===== src/rtl/hazard_pkg.sv =====
// Shared types and defaults for the ID-stage hazard scoreboard.
// Entry widths are sized for the largest supported register file and depth.
package hazard_pkg;

   localparam int XLEN_DEF        = 32;
   localparam int NUM_REGS_DEF    = 32;
   localparam int DEPTH_DEF       = 3;
   localparam int ALU_READY_DEF   = 0;
   localparam int LOAD_READY_DEF  = 1;
   localparam int FLUSH_DEPTH_DEF = 1;

   localparam int RID_MAX_W = 8;
   localparam int STG_MAX_W = 8;

   typedef struct packed {
      logic                 valid;
      logic [RID_MAX_W-1:0] rd;
      logic [STG_MAX_W-1:0] rdy;
   } entry_t;

   function automatic int rid_w(input int n);
      return (n > 1) ? $clog2(n) : 1;
   endfunction

   function automatic int sel_w(input int d);
      return $clog2(d + 1);
   endfunction

endpackage


===== src/rtl/operand_resolver.sv =====
// Youngest-producer match for one ID source operand.
// Picks the lowest matching stage and decides forward versus stall.
module operand_resolver
   import hazard_pkg::*;
#(
   parameter int XLEN  = XLEN_DEF,
   parameter int DEPTH = DEPTH_DEF,
   parameter int RID_W = 5,
   parameter int SEL_W = 2
) (
   input  entry_t [DEPTH-1:0] ent_i,
   input  logic [RID_W-1:0]   src_i,
   input  logic               used_i,
   input  logic [XLEN-1:0]    stage_data_i [0:DEPTH-1],
   output logic [SEL_W-1:0]   sel_o,
   output logic [XLEN-1:0]    data_o,
   output logic               hazard_o
);

   logic [DEPTH-1:0]     hit;
   logic                 found;
   logic [SEL_W-1:0]     win;
   logic [STG_MAX_W-1:0] win_rdy;

   always_comb begin
      hit = '0;
      for (int k = 0; k < DEPTH; k++) begin
         hit[k] = used_i
                & (src_i != '0)
                & ent_i[k].valid
                & (ent_i[k].rd == RID_MAX_W'(src_i));
      end
   end

   // Scan old to young so the youngest hit is the last one written.
   always_comb begin
      found   = 1'b0;
      win     = '0;
      win_rdy = '0;
      for (int k = DEPTH - 1; k >= 0; k--) begin
         if (hit[k]) begin
            found   = 1'b1;
            win     = SEL_W'(k);
            win_rdy = ent_i[k].rdy;
         end
      end
   end

   always_comb begin
      hazard_o = found & (STG_MAX_W'(win) < win_rdy);
      sel_o    = '0;
      if (found & ~hazard_o) begin
         sel_o = win + SEL_W'(1);
      end
   end

   always_comb begin
      data_o = '0;
      for (int k = 0; k < DEPTH; k++) begin
         if (sel_o == SEL_W'(k + 1)) begin
            data_o = stage_data_i[k];
         end
      end
   end

endmodule


===== src/rtl/hazard_scoreboard.sv =====
// In-flight destination tracker: forwarding select, load-use stall and
// a saturating stall counter for the ID stage.
module hazard_scoreboard
   import hazard_pkg::*;
#(
   parameter int XLEN        = XLEN_DEF,
   parameter int NUM_REGS    = NUM_REGS_DEF,
   parameter int DEPTH       = DEPTH_DEF,
   parameter int ALU_READY   = ALU_READY_DEF,
   parameter int LOAD_READY  = LOAD_READY_DEF,
   parameter int FLUSH_DEPTH = FLUSH_DEPTH_DEF,
   localparam int RID_W      = rid_w(NUM_REGS),
   localparam int SEL_W      = sel_w(DEPTH)
) (
   input  logic             clk,
   input  logic             reset,
   input  logic             issue_valid,
   input  logic             issue_wb,
   input  logic             issue_is_load,
   input  logic [RID_W-1:0] issue_rd,
   input  logic [RID_W-1:0] src_id [0:1],
   input  logic             src_used [0:1],
   input  logic [XLEN-1:0]  stage_data [0:DEPTH-1],
   input  logic             flush,
   output logic             stall,
   output logic [SEL_W-1:0] fwd_sel [0:1],
   output logic [XLEN-1:0]  fwd_data [0:1],
   output logic [31:0]      stall_cycles
);

   entry_t [DEPTH-1:0] ent_q;
   entry_t [DEPTH-1:0] ent_d;
   logic [31:0]        cnt_q;
   logic [31:0]        cnt_d;
   logic [1:0]         haz;
   logic               ins;
   entry_t             new_e;

   for (genvar gi = 0; gi < 2; gi++) begin : g_src
      operand_resolver #(
         .XLEN  (XLEN),
         .DEPTH (DEPTH),
         .RID_W (RID_W),
         .SEL_W (SEL_W)
      ) u_res (
         .ent_i        (ent_q),
         .src_i        (src_id[gi]),
         .used_i       (src_used[gi]),
         .stage_data_i (stage_data),
         .sel_o        (fwd_sel[gi]),
         .data_o       (fwd_data[gi]),
         .hazard_o     (haz[gi])
      );
   end

   assign stall = issue_valid & ~flush & (|haz);

   assign ins = issue_valid & issue_wb
              & (issue_rd != '0)
              & ~stall & ~flush;

   always_comb begin
      new_e       = '0;
      new_e.valid = ins;
      new_e.rd    = RID_MAX_W'(issue_rd);
      new_e.rdy   = issue_is_load ? STG_MAX_W'(LOAD_READY)
                                  : STG_MAX_W'(ALU_READY);
   end

   // Flushed young stages are killed before they shift onward.
   always_comb begin
      ent_d    = '0;
      ent_d[0] = new_e;
      for (int k = 1; k < DEPTH; k++) begin
         ent_d[k] = ent_q[k-1];
         if (flush && ((k - 1) < FLUSH_DEPTH)) begin
            ent_d[k].valid = 1'b0;
         end
      end
   end

   always_comb begin
      cnt_d = cnt_q;
      if (stall && (cnt_q != 32'hFFFF_FFFF)) begin
         cnt_d = cnt_q + 32'd1;
      end
   end

   always_ff @(posedge clk) begin
      if (!reset) begin
         ent_q <= '0;
         cnt_q <= '0;
      end else begin
         ent_q <= ent_d;
         cnt_q <= cnt_d;
      end
   end

   assign stall_cycles = cnt_q;

endmodule


===== config.mk =====
export PLATFORM = sky130hd
export DESIGN_NAME = hazard_scoreboard
export DESIGN_NICKNAME = d
export VERILOG_FILES = /design/src/rtl/hazard_pkg.sv /design/src/rtl/operand_resolver.sv /design/src/rtl/hazard_scoreboard.sv
export SDC_FILE = /design/constraint.sdc
export NUM_CORES = 1
export LEC_CHECK = 0
export BUFFER_PORTS_ARGS = -buffer_cell sky130_fd_sc_hd__buf_2
export CORE_ASPECT_RATIO = 0.8
export CORE_MARGIN = 2
export CORE_UTILIZATION = 53
export CTS_CLUSTER_DIAMETER = 40
export DETAILED_ROUTE_END_ITERATION = 12
export MAX_ROUTING_LAYER = met4
export PLACE_DENSITY_LB_ADDON = 0.08
export SETUP_SLACK_MARGIN = 0.2
export SYNTH_ARGS = -nofsm -noshare
export SYNTH_HDL_FRONTEND = slang
export SYNTH_HIERARCHICAL = 1
export SYNTH_SLANG_ARGS = --single-unit

===== constraint.sdc =====
create_clock -name clk -period 14.2 [get_ports clk]
set_input_delay 1.42 -clock clk [delete_from_list [all_inputs] [get_ports clk]]
set_output_delay 1.42 -clock clk [all_outputs]
set_load 0.02 [all_outputs]

==> results.md, run 1 <==
Run status:
- The flow ran to the end, and the final reports show no timing, DRC or antenna violations.

Final layout:
- The relative area change from synthesis to final layout is 25.8%.
- The multi-input combinational cells in the finished layout cover a total of 3800 um2.
- The number of fill cells is 792.
- In the final layout, the share of cells above drive strength 1 is 0.335.
- The number of inserted diodes is 0.
- Summing all flip-flop and latch instances after layout gives ~1100 um2.
- For this run, the post-layout net count is 970.
- The cell area after layout is 6270 um2.

Worst setup path:
- The length in cells of the worst reg-to-reg path is 18.
- The source of the worst register-to-register timing path is ent_q[16].
- Along the worst path, the maximum fanout reaches 37.
- The data arrival time of the worst path is 5.90 ns.
- The destination of the worst register-to-register timing path is stall_cycles[22].
- The worst-case register-to-register setup slack is ~8 ns.
- STA classifies the critical path endpoint as an output pin.
- The worst path required time is 12.78 ns.
- The type of origin of the critical path is an input port.
- The startpoint-to-endpoint class of the critical path is in2out.

Clock tree:
- After clock tree synthesis, the setup repair step added 0 buffers.
- The clock tree buffer depth is 2.
- TritonCTS built the clock tree.
- The count of clock tree sinks is 53.
- The clock root buffer is sky130_fd_sc_hd__clkbuf_16.
- The H-tree was split into 2 levels.
- Hold repair after CTS inserted 0 buffers.
- Clock-pin slew was measured on the worst setup and hold paths at 0.06 ns.
- The total clock buffers created by CTS is 5.
- In this run, post-CTS repair resized a total of 0 instances.
- At the later pin of the worst-skew pair, clock insertion delay measures between 0.2 and 0.3 ns.

Timing:
- Setup repair after global routing left no endpoint under its margin.
- Setup violations remaining at the end of the flow were counted as 0.
- The transition time at the pin with the least slew margin is roughly 1.2 ns.
- The final hold violation count is 0.
- On the final layout, the worst hold slack is 0.457 ns.
- In this run the tightest slew margin relative to its limit is 0.212.
- For the finished layout, the period the worst path requires is 7.32 ns.
- Setup total negative slack on the finished layout was measured at 0 ns.
- Based on the critical path, the design can be clocked at up to approximately 140 MHz.
- In the finished design, the share of the clock period the worst path needs comes to 0.515.
- The final max-slew violation count is 0.
- Setup slack on the critical path of the routed design comes to 6.88 ns.
- The final setup skew is 0.00396 ns.

Detailed routing:
- Summed over all layers, the routed wires come to 17.5 mm.
- The remaining number of nets flagged by the antenna check after routing is 0.
- The post-detailed-route wirelength per cell is between 15 and 20 um.
- The initial DRC count is 694.
- The via count normalized by instance count is 6.41.
- The first detailed-routing pass took 6 iterations.
- In the routed design, unresolved DRC markers number 0.
- The total number of vias is 6171.

Placement:
- After legalization and detailed placement, the total HPWL measured 12.6 mm.
- In this run the tool buffered the top-level ports with 219 buffer cells.
- The worst setup timing slack at the placement stage is 7.00 ns.
- The instance area after placement is just over 6000 um2.
- The congestion estimate from routability-driven global placement came to ~0.89.

Yosys:
- For this run, the leading register cell type out of synthesis is sky130_fd_sc_hd__dfxtp_1.
- The proportion of register bits with asynchronous set or reset after synthesis is 0.
- Summing every instance area after synthesis gives 4990 um2.
- The share of the Yosys chip area taken by registers is 0.213.
- The number of enable-type register cells in the synthesized netlist is 0.
- The gate count after technology mapping is 615.
- The average cell area after synthesis is 8.11 um2.
- Yosys instantiated no cell more often than sky130_fd_sc_hd__nor2_1.
- The synthesized design spends more area on one cell type than any other, namely sky130_fd_sc_hd__dfxtp_1.
- The count of yosys warnings during synthesis is 6.
- By area the synthesized netlist is led by sky130_fd_sc_hd__dfxtp_1 21%, sky130_fd_sc_hd__a2111oi_2 6.6%, sky130_fd_sc_hd__a221oi_1 6.0%.
- After synthesis, the netlist uses 62 different library cells.
- The flop and latch count out of synthesis is 53.
- The share of synthesized area in the top cell type comes to 0.213.
- In the synthesized netlist, the cells that appear most often are 76 x sky130_fd_sc_hd__nor2_1, 53 x sky130_fd_sc_hd__dfxtp_1, 42 x sky130_fd_sc_hd__nand2_1.

Floorplan:
- The die span in x is 112 um.
- The core region is 9110 um2.
- The number of I/O pins is 220.
- The die area is 10200 um2.
- Measured along the y axis, the die boundary spans 90.8 um.
- The standard-cell row count is 31.
- The initial utilization of the core area, before any placement, comes to 0.547.

Pwr:
- For this design the static power due to leakage is 0.00264 uW.
- The power per cell area is 50.2 nW/um2.
- Across the VDD grid, the largest voltage drop is approximately 0.10 mV.

GRT:
- For this run, the total global-route usage over all layers was measured as 0.331.
- The initial antenna violation count came to 0.
- Entering global routing, the biggest net connects 38 pins.
- The total congestion overflow is 0.
- The first global-routing pass estimated 27.8 mm of wire.
- The number of global-route vias before repair is roughly 5.7k.

Worst hold path:
- Along the worst hold path, the cell count comes to 1.
- The worst min-delay path category is reg2reg.
- The endpoint of the worst hold-timing path is ent_q[34].
- The worst hold path begins at ent_d[34].

Flow run:
- The number of max-cap violations is 0.
==> final cells by class <==
class,count,area share
Tap cell,115,0.0229
Timing Repair Buffer,219,0.175
Multi-Input combinational cell,561,0.606
Clock buffer,7,0.0227
Sequential cell,53,0.169
Inverter,8,0.00479
==> cell usage in the layout, fill, tap and decap left out, types with 4 or more instances in the layout <==
| master | n |
|---|---|
| sky130_fd_sc_hd__inv_1 | 8 |
| sky130_fd_sc_hd__xor2_1 | 25 |
| sky130_fd_sc_hd__or3_1 | 16 |
| sky130_fd_sc_hd__clkbuf_16 | 5 |
| sky130_fd_sc_hd__nor4_1 | 40 |
| sky130_fd_sc_hd__a41oi_1 | 29 |
| sky130_fd_sc_hd__and2_1 | 22 |
| sky130_fd_sc_hd__a2111oi_0 | 8 |
| sky130_fd_sc_hd__a21oi_1 | 17 |
| sky130_fd_sc_hd__dfxtp_1 | 53 |
| sky130_fd_sc_hd__o21a_1 | 5 |
| sky130_fd_sc_hd__nand3_1 | 18 |
| sky130_fd_sc_hd__or4_1 | 16 |
| sky130_fd_sc_hd__nand4_1 | 13 |
| sky130_fd_sc_hd__conb_1 | 60 |
| sky130_fd_sc_hd__a221oi_1 | 34 |
| sky130_fd_sc_hd__buf_2 | 219 |
| sky130_fd_sc_hd__nor3_1 | 7 |
| sky130_fd_sc_hd__nor2_1 | 76 |
| sky130_fd_sc_hd__xnor2_1 | 7 |
| sky130_fd_sc_hd__o21ai_1 | 10 |
| sky130_fd_sc_hd__nand2_1 | 42 |
| sky130_fd_sc_hd__o31ai_1 | 7 |
| sky130_fd_sc_hd__and3_1 | 4 |
| sky130_fd_sc_hd__and4_1 | 4 |
| sky130_fd_sc_hd__a21oi_2 | 7 |
| sky130_fd_sc_hd__a2111oi_2 | 22 |
| sky130_fd_sc_hd__nand4_2 | 6 |
| sky130_fd_sc_hd__o21ai_0 | 14 |
==> state kept, by name, summed over array words and instances (netlist names) <==
| register | count |
|---|---|
| ent_d | 13 |
| ent_q | 8 |
| stall_cycles | 32 |
==> worst max-delay path: stages <==
cell	delay, ns
sky130_fd_sc_hd__buf_2	0.13
sky130_fd_sc_hd__xor2_1	0.19
sky130_fd_sc_hd__nor4_4	0.34
sky130_fd_sc_hd__nand3_2	0.15
sky130_fd_sc_hd__nor2_4	0.71
sky130_fd_sc_hd__a221o_1	0.21
sky130_fd_sc_hd__o21ai_0	0.09
sky130_fd_sc_hd__ha_1	0.25
sky130_fd_sc_hd__inv_1	0.08
sky130_fd_sc_hd__a2111oi_0	0.10
sky130_fd_sc_hd__a21o_1	0.19
sky130_fd_sc_hd__o221ai_1	0.25
sky130_fd_sc_hd__a21boi_4	0.98
sky130_fd_sc_hd__o21a_1	0.25
sky130_fd_sc_hd__nor2_1	0.09
sky130_fd_sc_hd__nor2_1	0.23
sky130_fd_sc_hd__buf_2	0.22
==> layer usage <==
layer  track usage  part of all wire  routed length, um  up-vias
li1              -                 -                  -     2849
met1         0.444              0.43               7540     2884
met2         0.519              0.46               7980      383
met3        0.0617             0.092               1600       55
met4        0.0762             0.020                354        0
met5             -                 0                  0        -
==> report_power, final <==
group	total [uW]	switching [uW]	internal (uW)
clock network	120	50.5	69.3
logic	41.9	24.1	17.9
registers	153	2.16	151
==> how the worst max path moves through the flow <==
stage	startpoint	to	cells after the start
global placement	src_id[2]	stall	17
global route	src_id[7]	stall	17
CTS	src_id[7]	stall	17
finish	src_id[7]	stall	17
floorplan	src_id[1]	fwd_data[0]	13
detailed placement	src_id[7]	stall	17
==> per-stage QoR <==
step                cells  utilization  total power (uW)
CTS                   963        0.688               315
floorplan             674            -               171
global route          963        0.688               327
global placement      956        0.673               196
finish                963        0.688               315
detailed placement    956        0.673               197
==> cells by family after synthesis <==
logic type / Yosys count / synth area share
and+or+nand+nor: 292 / 0.345
AOI/OAI and AO/OA: 173 / 0.306
buffers and inverters: 60 / 0.0697
DFF: 53 / 0.213
xor gates and xnor gates: 32 / 0.0562
adders and majority gates: 3 / 0.00753
other: 1 / 0.000752
muxes: 1 / 0.00201
No activity file was read; power rests on OpenSTA's default activity.
==> run 2, diff against run 1 <==
Settings changed: ABC_AREA set to 1, CORE_UTILIZATION 53 to 45.
Clock period 14.2 ns to 6.65 ns, I/O delays scaled along.
==> results.md, run 2 <==
Run status:
- Run status: finished, final reports clean (unchanged).

Timing:
- The final hold violation count was 0 (unchanged).
- Setup repair after global routing missed its margin: no (unchanged).
- The transition time at the pin with the least slew margin was 0.883 ns (was 1.18 ns).
- The final max-slew violation count is 0 (unchanged).
- The post-route setup TNS is 0 ns (unchanged).
- The final setup skew is 0.00556 ns (was 0.00396 ns).
- The final setup violation count is 0 (unchanged).
- The achievable clock frequency is roughly 200 MHz.
- The final period utilization is 0.756.
- The smallest clock period supported by the final layout is computed as slightly above 5 ns.
- The max-slew headroom at the worst pin came to 0.411 (was 0.212).

Clock tree:
- The total setup buffers inserted after CTS is 0 (unchanged).
- The CTS tree was done (unchanged).
- The H-tree depth reported by CTS is 2 (unchanged).
- The cts-stage hold buffer count is 0 (unchanged).
- The clock transition at the register clock pins on the worst setup and hold paths after CTS was 0.07 ns (was 0.06 ns).
- The count of clock tree sinks is 53 (unchanged).
- The clock root buffer is sky130_fd_sc_hd__clkbuf_16 (unchanged).
- The total clock buffers created by CTS is 5 (unchanged).
- The number of gates given a new drive strength after cts came to 0 (unchanged).
- The clock latency on the worst-skew pair was 0.29 ns (about the same).
- The clock tree buffer depth was 2 (unchanged).

Floorplan:
- The number of I/O pins is 220 (unchanged).
- The effective utilization at floorplan is 0.468 (was 0.547).
- The die extent in y is 99.8 um (was 90.8 um).
- The die span in x was 124 um (was 112 um).
- The standard-cell row count is 34 (was 31).
- The standard cell core area is 11000 um2 (was 9110 um2).
- The die area is 12300 um2 (was 10200 um2).

Yosys:
- The number of enable-type register cells in the synthesized netlist is 0 (unchanged).
- The most area-hungry cell type in the Yosys netlist was sky130_fd_sc_hd__dfxtp_1 (unchanged).
- Synth area leaders: sky130_fd_sc_hd__dfxtp_1 21%, sky130_fd_sc_hd__nand2_1 16%, sky130_fd_sc_hd__nor2_1 13% (was sky130_fd_sc_hd__dfxtp_1 21%, sky130_fd_sc_hd__a2111oi_2 6.6%, sky130_fd_sc_hd__a221oi_1 6.0%).
- The count of unique library cells instantiated by Yosys is 36 (was 62).
- The gate count after technology mapping is 930 (was 615).
- The most frequent cell after synthesis is sky130_fd_sc_hd__nand2_1 (was sky130_fd_sc_hd__nor2_1).
- The flop and latch count out of synthesis was 53 (unchanged).
- The area share of the leading cell type in the synthesized netlist is 0.206 (was 0.213).
- Synth top cells by count: 221 x sky130_fd_sc_hd__nand2_1, 178 x sky130_fd_sc_hd__nor2_1, 94 x sky130_fd_sc_hd__nand3_1 (was 76 x sky130_fd_sc_hd__nor2_1, 53 x sky130_fd_sc_hd__dfxtp_1, 42 x sky130_fd_sc_hd__nand2_1).
- The share of the yosys chip area belonging to registers is 0.206 (was 0.213).
- The proportion of register bits with asynchronous set or reset after synthesis is 0 (unchanged).
- The count of yosys warnings during synthesis was 6 (unchanged).
- The most used flip-flop cell after synthesis is sky130_fd_sc_hd__dfxtp_1 (unchanged).
- The post-synth design cell area is 5160 um2 (was 4990 um2).
- The average cell area after synthesis is 5.55 um2 (was 8.11 um2).

GRT:
- The global router's overall resource usage is 0.282 (was 0.331).
- The largest net degree at the start of global routing was 41 (was 38).
- The first-pass GRT wire length was 27.9 mm (was 27.8 mm).
- The total congestion overflow is 0 (unchanged).
- The number of global-route vias before repair is 5942 (was 5746).
- The initial antenna violation count is 0 (unchanged).

Worst setup path:
- The capturing element type of the critical path is an output pin (unchanged).
- The startpoint-to-endpoint class of the critical path was in2out (unchanged).
- The type of origin of the critical path was an input port (unchanged).
- The worst path required time was 5.98 ns (was 12.78 ns).
- The data arrival time of the worst path is 4.36 ns (was 5.90 ns).
- The highest net fanout along the worst path is 38 (was 37).

Detailed routing:
- The routed wire length is 17.0 mm (was 17.5 mm).
- The number of iterations in the first detailed-routing pass is 5 (was 6).
- The number of remaining DRC errors came to 0 (unchanged).
- The total number of vias is 6586 (was 6171).
- The initial DRC count was 425 (was 694).
- The post-detailed-route wirelength per cell is 12.9 um (was 18.1 um).
- The remaining number of nets flagged by the antenna check after routing is 0 (unchanged).
- The via count normalized by instance count is 4.99 (was 6.41).

Final layout:
- The fraction of final layout cells with drive strength greater than 1 is 0.227 (was 0.335).
- Commonest cells after routing, fill and taps aside: 221 x sky130_fd_sc_hd__nand2_1, 219 x sky130_fd_sc_hd__buf_2, 178 x sky130_fd_sc_hd__nor2_1 (was 219 x sky130_fd_sc_hd__buf_2, 76 x sky130_fd_sc_hd__nor2_1, 60 x sky130_fd_sc_hd__conb_1).
- The cell area after layout is 6560 um2 (was 6270 um2).
- The number of nets in the finished design is 1297 (was 970).
- The multi-input gate area in the final layout is 3680 um2 (was 3800 um2).
- The number of fill cells came to 1177 (was 792).
- The flip-flop count of the largest register after layout is 32 (unchanged).
- The number of inserted diodes is 0 (unchanged).
- The relative area change from synthesis to final layout is 27.2% (was 25.8%).
- The most common cell after layout, fill and taps aside is sky130_fd_sc_hd__nand2_1 (was sky130_fd_sc_hd__buf_2).
- The total area of sequential cells is 1060 um2 (unchanged).

Placement:
- The instance area after placement came to 6400 um2 (was 6130 um2).
- The HPWL after detailed placement is 12.9 mm (was 12.6 mm).
- The number of I/O port buffers is 219 (unchanged).
- The routability-driven placement congestion ratio was 0.914 (was 0.889).

Pwr:
- The largest vdd supply drop is 0.0888 mV (was 0.104 mV).
- The power per cell area is 108 nW/um2 (was 50.2 nW/um2).
- The leakage power summed over all cells was 0.00335 uW (was 0.00264 uW).

Flow run:
- The number of max-cap violations is 0 (unchanged).

Worst hold path:
- The worst min-delay path category is reg2reg (unchanged).
[run 2: cell types whose count changed after synthesis, moves of 21 or more]
cell	change
sky130_fd_sc_hd__a21oi_1	+64
sky130_fd_sc_hd__nor4_1	-38
sky130_fd_sc_hd__a41oi_1	-29
sky130_fd_sc_hd__inv_1	+78
sky130_fd_sc_hd__nand2_1	+179
sky130_fd_sc_hd__and2_1	-21
sky130_fd_sc_hd__nor2_1	+102
sky130_fd_sc_hd__nand3_1	+76
sky130_fd_sc_hd__a221oi_1	-32
sky130_fd_sc_hd__a2111oi_2	-22
sky130_fd_sc_hd__o21ai_1	+51
[run 2: logic make-up after synthesis]
logic type | Yosys count | share of synthesized area
adders and majority gates | 3 | 0.00728
DFF | 53 | 0.206
buffers and inverters | 139 | 0.123
other | 1 | 0.000727
AOI/OAI and AO/OA | 170 | 0.172
xor gates and xnor gates | 16 | 0.0272
and+or+nand+nor | 548 | 0.464
[run 2: area by class of cell]
cell class	count	share of cell area
clock buffers	5	0.0191
clock inverters	2	0.00534
inverters	97	0.0555
multi-input cells	797	0.562
flip-flops and latches	53	0.162
well taps	144	0.0275
repair buffers	221	0.169
[run 2: path summary, 6_finish.rpt]
kind / from / cells after the start / slack (ns) / to
setup / recovery: src_id[0] / 18 / 1.62 / fwd_data[7]
setup reg to reg: ent_d[25] / 23 / 2.39 / stall_cycles[28]
hold reg to reg: ent_d[34] / 2 / 0.41 / ent_q[34]
hold / removal: ent_d[34] / 2 / 0.41 / ent_q[34]
[run 2: per-stage QoR]
step	total power [uW]	utilization	std cells	hold slack, ns	setup WS, ns
after CTS	711	0.596	1319	0.412	1.63
after floorplan	371	-	989	0.390	3.05
final	706	0.596	1319	0.409	1.62
after detailed placement	424	0.581	1312	0.399	1.64
after global routing	745	0.596	1319	0.447	1.24
after global placement	423	0.581	1312	0.395	1.69
[run 2: power by group]
part	switching, uW	internal [uW]
clock	113	175
sequential	5.34	322
combinational	51.7	39.1
[run 2: critical path, cell delays in order]
cell and delay, ns:
sky130_fd_sc_hd__buf_2 0.13, sky130_fd_sc_hd__nor2_1 0.11, sky130_fd_sc_hd__nand3_1 0.09, sky130_fd_sc_hd__nand2_1 0.12, sky130_fd_sc_hd__inv_2 0.07, sky130_fd_sc_hd__nand3_2 0.63, sky130_fd_sc_hd__clkinv_1 0.31, sky130_fd_sc_hd__nor2_1 0.22
sky130_fd_sc_hd__ha_1 0.16, sky130_fd_sc_hd__inv_1 0.04, sky130_fd_sc_hd__a211oi_1 0.19, sky130_fd_sc_hd__nand2_1 0.09, sky130_fd_sc_hd__nand4_2 0.11, sky130_fd_sc_hd__nand3_4 0.15, sky130_fd_sc_hd__nor2_4 0.64, sky130_fd_sc_hd__nand3_1 0.19
sky130_fd_sc_hd__a21oi_1 0.21, sky130_fd_sc_hd__buf_2 0.19
[run 2: per-layer routing]
layer | routed length (um) | vias to the layer above | global-route usage
met5 | 0 | - | -
met4 | 104 | 0 | 0.0446
met3 | 1330 | 13 | 0.0390
met2 | 7880 | 268 | 0.448
met1 | 7660 | 2888 | 0.389
li1 | - | 3417 | -
==> run 3, diff against run 2 <==
Clock period 6.65 ns to 4.5 ns, I/O delays scaled along.
==> results.md, run 3 (synthesis results as in run 2) <==
Run status:
- Run status: finished, final reports clean (unchanged).

GRT:
- The global router's overall resource usage is 0.283 (was 0.282).
- The met1 layer usage reported by global route is 0.375 (was 0.389).
- The met3 global-route usage came to 0.0470 (was 0.0390).
- The fraction of met2 tracks used by global routing came to 0.448 (about the same).
- The first-pass GRT wire length was 27.9 mm (about the same).
- The most used routing layer in global routing was met2 (unchanged).
- The number of global-route vias before repair is 6113 (was 5942).
- The largest net degree at the start of global routing was 41 (unchanged).
- The total congestion overflow is 0 (unchanged).
- The initial antenna violation count is 0 (unchanged).

Worst setup path:
- The total buffers and inverters traversed by the critical path was 3 (was 5).
- Sequence of cells on the critical path: inv_1 -> nand2_1 -> nand2_1 -> nor2_1 -> nand3_1 -> nor2_1 -> nand2_1 -> nor2_1 -> ha_1 -> inv_1 -> a211oi_1 -> nand2_1 -> nand4_2 -> nand3_4 -> a21oi_4 -> o21ai_0 -> a21oi_1 -> buf_2 (was buf_2 -> nor2_1 -> nand3_1 -> nand2_1 -> inv_2 -> nand3_2 -> clkinv_1 -> nor2_1 -> ha_1 -> inv_1 -> a211oi_1 -> nand2_1 -> nand4_2 -> nand3_4 -> nor2_4 -> nand3_1 -> a21oi_1 -> buf_2).
- The critical path's slowest cell is sky130_fd_sc_hd__a21oi_4 (was sky130_fd_sc_hd__nor2_4).
- The worst path required time is 4.05 ns (was 5.98 ns).
- The critical path's most frequent cell is sky130_fd_sc_hd__nand2_1.
- The type of origin of the critical path is a flip-flop (was input port).
- The highest net fanout along the worst path is 31 (was 38).
- The capturing element type of the critical path is an output pin (unchanged).
- The delay of the slowest cell on the worst path is 0.63 ns (was 0.64 ns).
- The count of cell instances traversed by the critical path came to 18 (unchanged).
- The length in cells of the worst reg-to-reg path is 23 (unchanged).
- The data arrival time of the worst path came to 3.43 ns (was 4.36 ns).
- The cell family with the largest share of critical-path delay is compound AO/OA/AOI/OAI gates (was simple AND/OR/NAND/NOR gates).
- The startpoint-to-endpoint class of the critical path is reg2out (was in2out).

Pwr:
- The internal power summed over all cells came to 755 uW (was 536 uW).
- The sequential group share of total power is 0.474 (was 0.464).
- The power consumption is 1020 uW (was 706 uW).
- The net switching power is 265 uW (was 170 uW).
- The power per cell area came to 155 nW/um2 (was 108 nW/um2).
- The clock share of power was 0.394 (was 0.408).
- The proportion of total power due to net switching was 0.260 (was 0.241).
- The largest vdd supply drop came to 0.181 mV (was 0.0888 mV).
- The leakage power summed over all cells is 0.00335 uW (about the same).
- The proportion of power drawn by combinational gates is 0.132 (was 0.129).

Detailed routing:
- The remaining number of nets flagged by the antenna check after routing is 0 (unchanged).
- The number of iterations in the first detailed-routing pass is 5 (unchanged).
- The routed wire length is 17.2 mm (was 17.0 mm).
- The total number of vias is 6649 (was 6586).
- The initial DRC count is 550 (was 425).
- The via count normalized by instance count is 5.03 (was 4.99).
- The post-detailed-route wirelength per cell came to 13.0 um (was 12.9 um).
- The number of remaining DRC errors was 0 (unchanged).

Timing:
- The transition time at the pin with the least slew margin was 0.807 ns (was 0.883 ns).
- Dividing the final minimum period by the clock period gives 0.861.
- The final setup violation count was 0 (unchanged).
- The final setup skew is 0.0102 ns (was 0.00556 ns).
- The achievable clock frequency is approximately 260 MHz.
- The final hold violation count is 0 (unchanged).
- Setup repair after global routing missed its margin: no (unchanged).
- The post-route setup TNS came to 0 ns (unchanged).
- The final max-slew violation count was 0 (unchanged).
- The max-slew headroom at the worst pin was 0.461 (was 0.411).
- For the finished layout, the period the worst path requires is 3.88 ns.

Final layout:
- Commonest cells after routing, fill and taps aside: 221 x sky130_fd_sc_hd__nand2_1, 219 x sky130_fd_sc_hd__buf_2, 178 x sky130_fd_sc_hd__nor2_1 (unchanged).
- The relative area change from synthesis to final layout came to 27.3% (was 27.2%).
- The utilization after layout is 0.596 (about the same).
- The number of inserted diodes came to 0 (unchanged).
- The most common cell after layout, fill and taps aside is sky130_fd_sc_hd__nand2_1 (unchanged).
- The flip-flop count of the largest register after layout is 32 (unchanged).
- The fraction of final layout cells with drive strength greater than 1 is 0.229 (was 0.227).
- The number of nets in the finished design came to 1299 (was 1297).

Placement:
- The number of I/O port buffers is 219 (unchanged).
- The routability-driven placement congestion ratio came to 0.905 (was 0.914).
- The HPWL after detailed placement is 13.0 mm (was 12.9 mm).

Clock tree:
- The number of gates given a new drive strength after cts came to 0 (unchanged).
- The count of clock tree sinks is 53 (unchanged).
- The clock transition at the register clock pins on the worst setup and hold paths after CTS is 0.07 ns (about the same).
- The clock latency on the worst-skew pair came to 0.30 ns (was 0.29 ns).
- The H-tree depth reported by CTS came to 2 (unchanged).
- The total clock buffers created by CTS is 5 (unchanged).
- The total setup buffers inserted after CTS came to 0 (unchanged).
- The CTS tree was done (unchanged).
- The clock root buffer is sky130_fd_sc_hd__clkbuf_16 (unchanged).
- The clock tree buffer depth was 2 (unchanged).
- The cts-stage hold buffer count came to 0 (unchanged).

Worst hold path:
- The number of cells traversed by the worst hold path is 3 (was 2).
- The worst min-delay path category is in2reg (was reg2reg).

Floorplan:
- The standard cell core area was 11000 um2 (unchanged).
- The number of I/O pins is 220 (unchanged).
- The effective utilization at floorplan is 0.468 (unchanged).
- The die extent in y is 99.8 um (unchanged).
- The die area came to 12300 um2 (unchanged).
- The die span in x is 124 um (unchanged).
- The standard-cell row count is 34 (unchanged).

Flow run:
- The number of max-cap violations was 0 (unchanged).
[run 3: cell types whose count changed in the layout (fill, tap and decap cells not counted)]
cell | previous run | this run
sky130_fd_sc_hd__buf_4 | 2 | 4
sky130_fd_sc_hd__bufinv_16 | 1 | 0
sky130_fd_sc_hd__clkbuf_8 | 0 | 1
sky130_fd_sc_hd__clkinv_4 | 0 | 1
[run 3: worst paths after layout]
kind / from / to / slack [ns]
max: ent_q[43] / fwd_data[32] / 0.62
min: issue_is_load / ent_d[17] / 0.33
max reg2reg: ent_d[46] / stall_cycles[25] / 1.10
min reg2reg: ent_d[34] / ent_q[34] / 0.41
[run 3: power groups by stage]
| stage | Combinational (uW) | Sequential (uW) | Clock [uW] |
|---|---|---|---|
| 2_1_floorplan | 56.7 | 491 | 0 |
| 3_3_place_gp | 131 | 495 | 0 |
| 3_5_place_dp | 132 | 495 | 0 |
| 4_1_cts | 133 | 484 | 415 |
| 5_1_grt | 155 | 485 | 431 |
| 6_report | 135 | 484 | 402 |
[run 3: worst register-to-register path: cells and delay by family, from the launching register on]
family	cells	cell delay, ns
compound gates	2	0.19
buf+inv	2	0.16
simple gates	18	2.38
fa+ha+maj	1	0.19
flops	1	0.42
[run 3: through the flow]
stage	instance area [um2]	setup slack, ns	hold WS (ns)	cells
floorplan	5380	1.33	0.390	989
global placement	6420	0.735	0.394	1314
detailed placement	6420	0.709	0.406	1314
CTS	6570	0.634	0.330	1322
global route	6570	0.308	0.351	1322
finish	6570	0.625	0.334	1322
[run 3: cell type report]
type                    instances  area [um2]
clock inverters                 2        13.8
fillers                      1130        4450
repair buffers                223        1130
flip-flops and latches         53        1060
inverters                      97         364
multi-input cells             797        3680
well taps                     144         180
clock buffers                   6         139
[run 3: layer usage]
layer | share of wire | routed length (um)
met5 | 0 | 0
met4 | 0.014 | 241
met3 | 0.077 | 1330
met2 | 0.46 | 7850
met1 | 0.45 | 7790
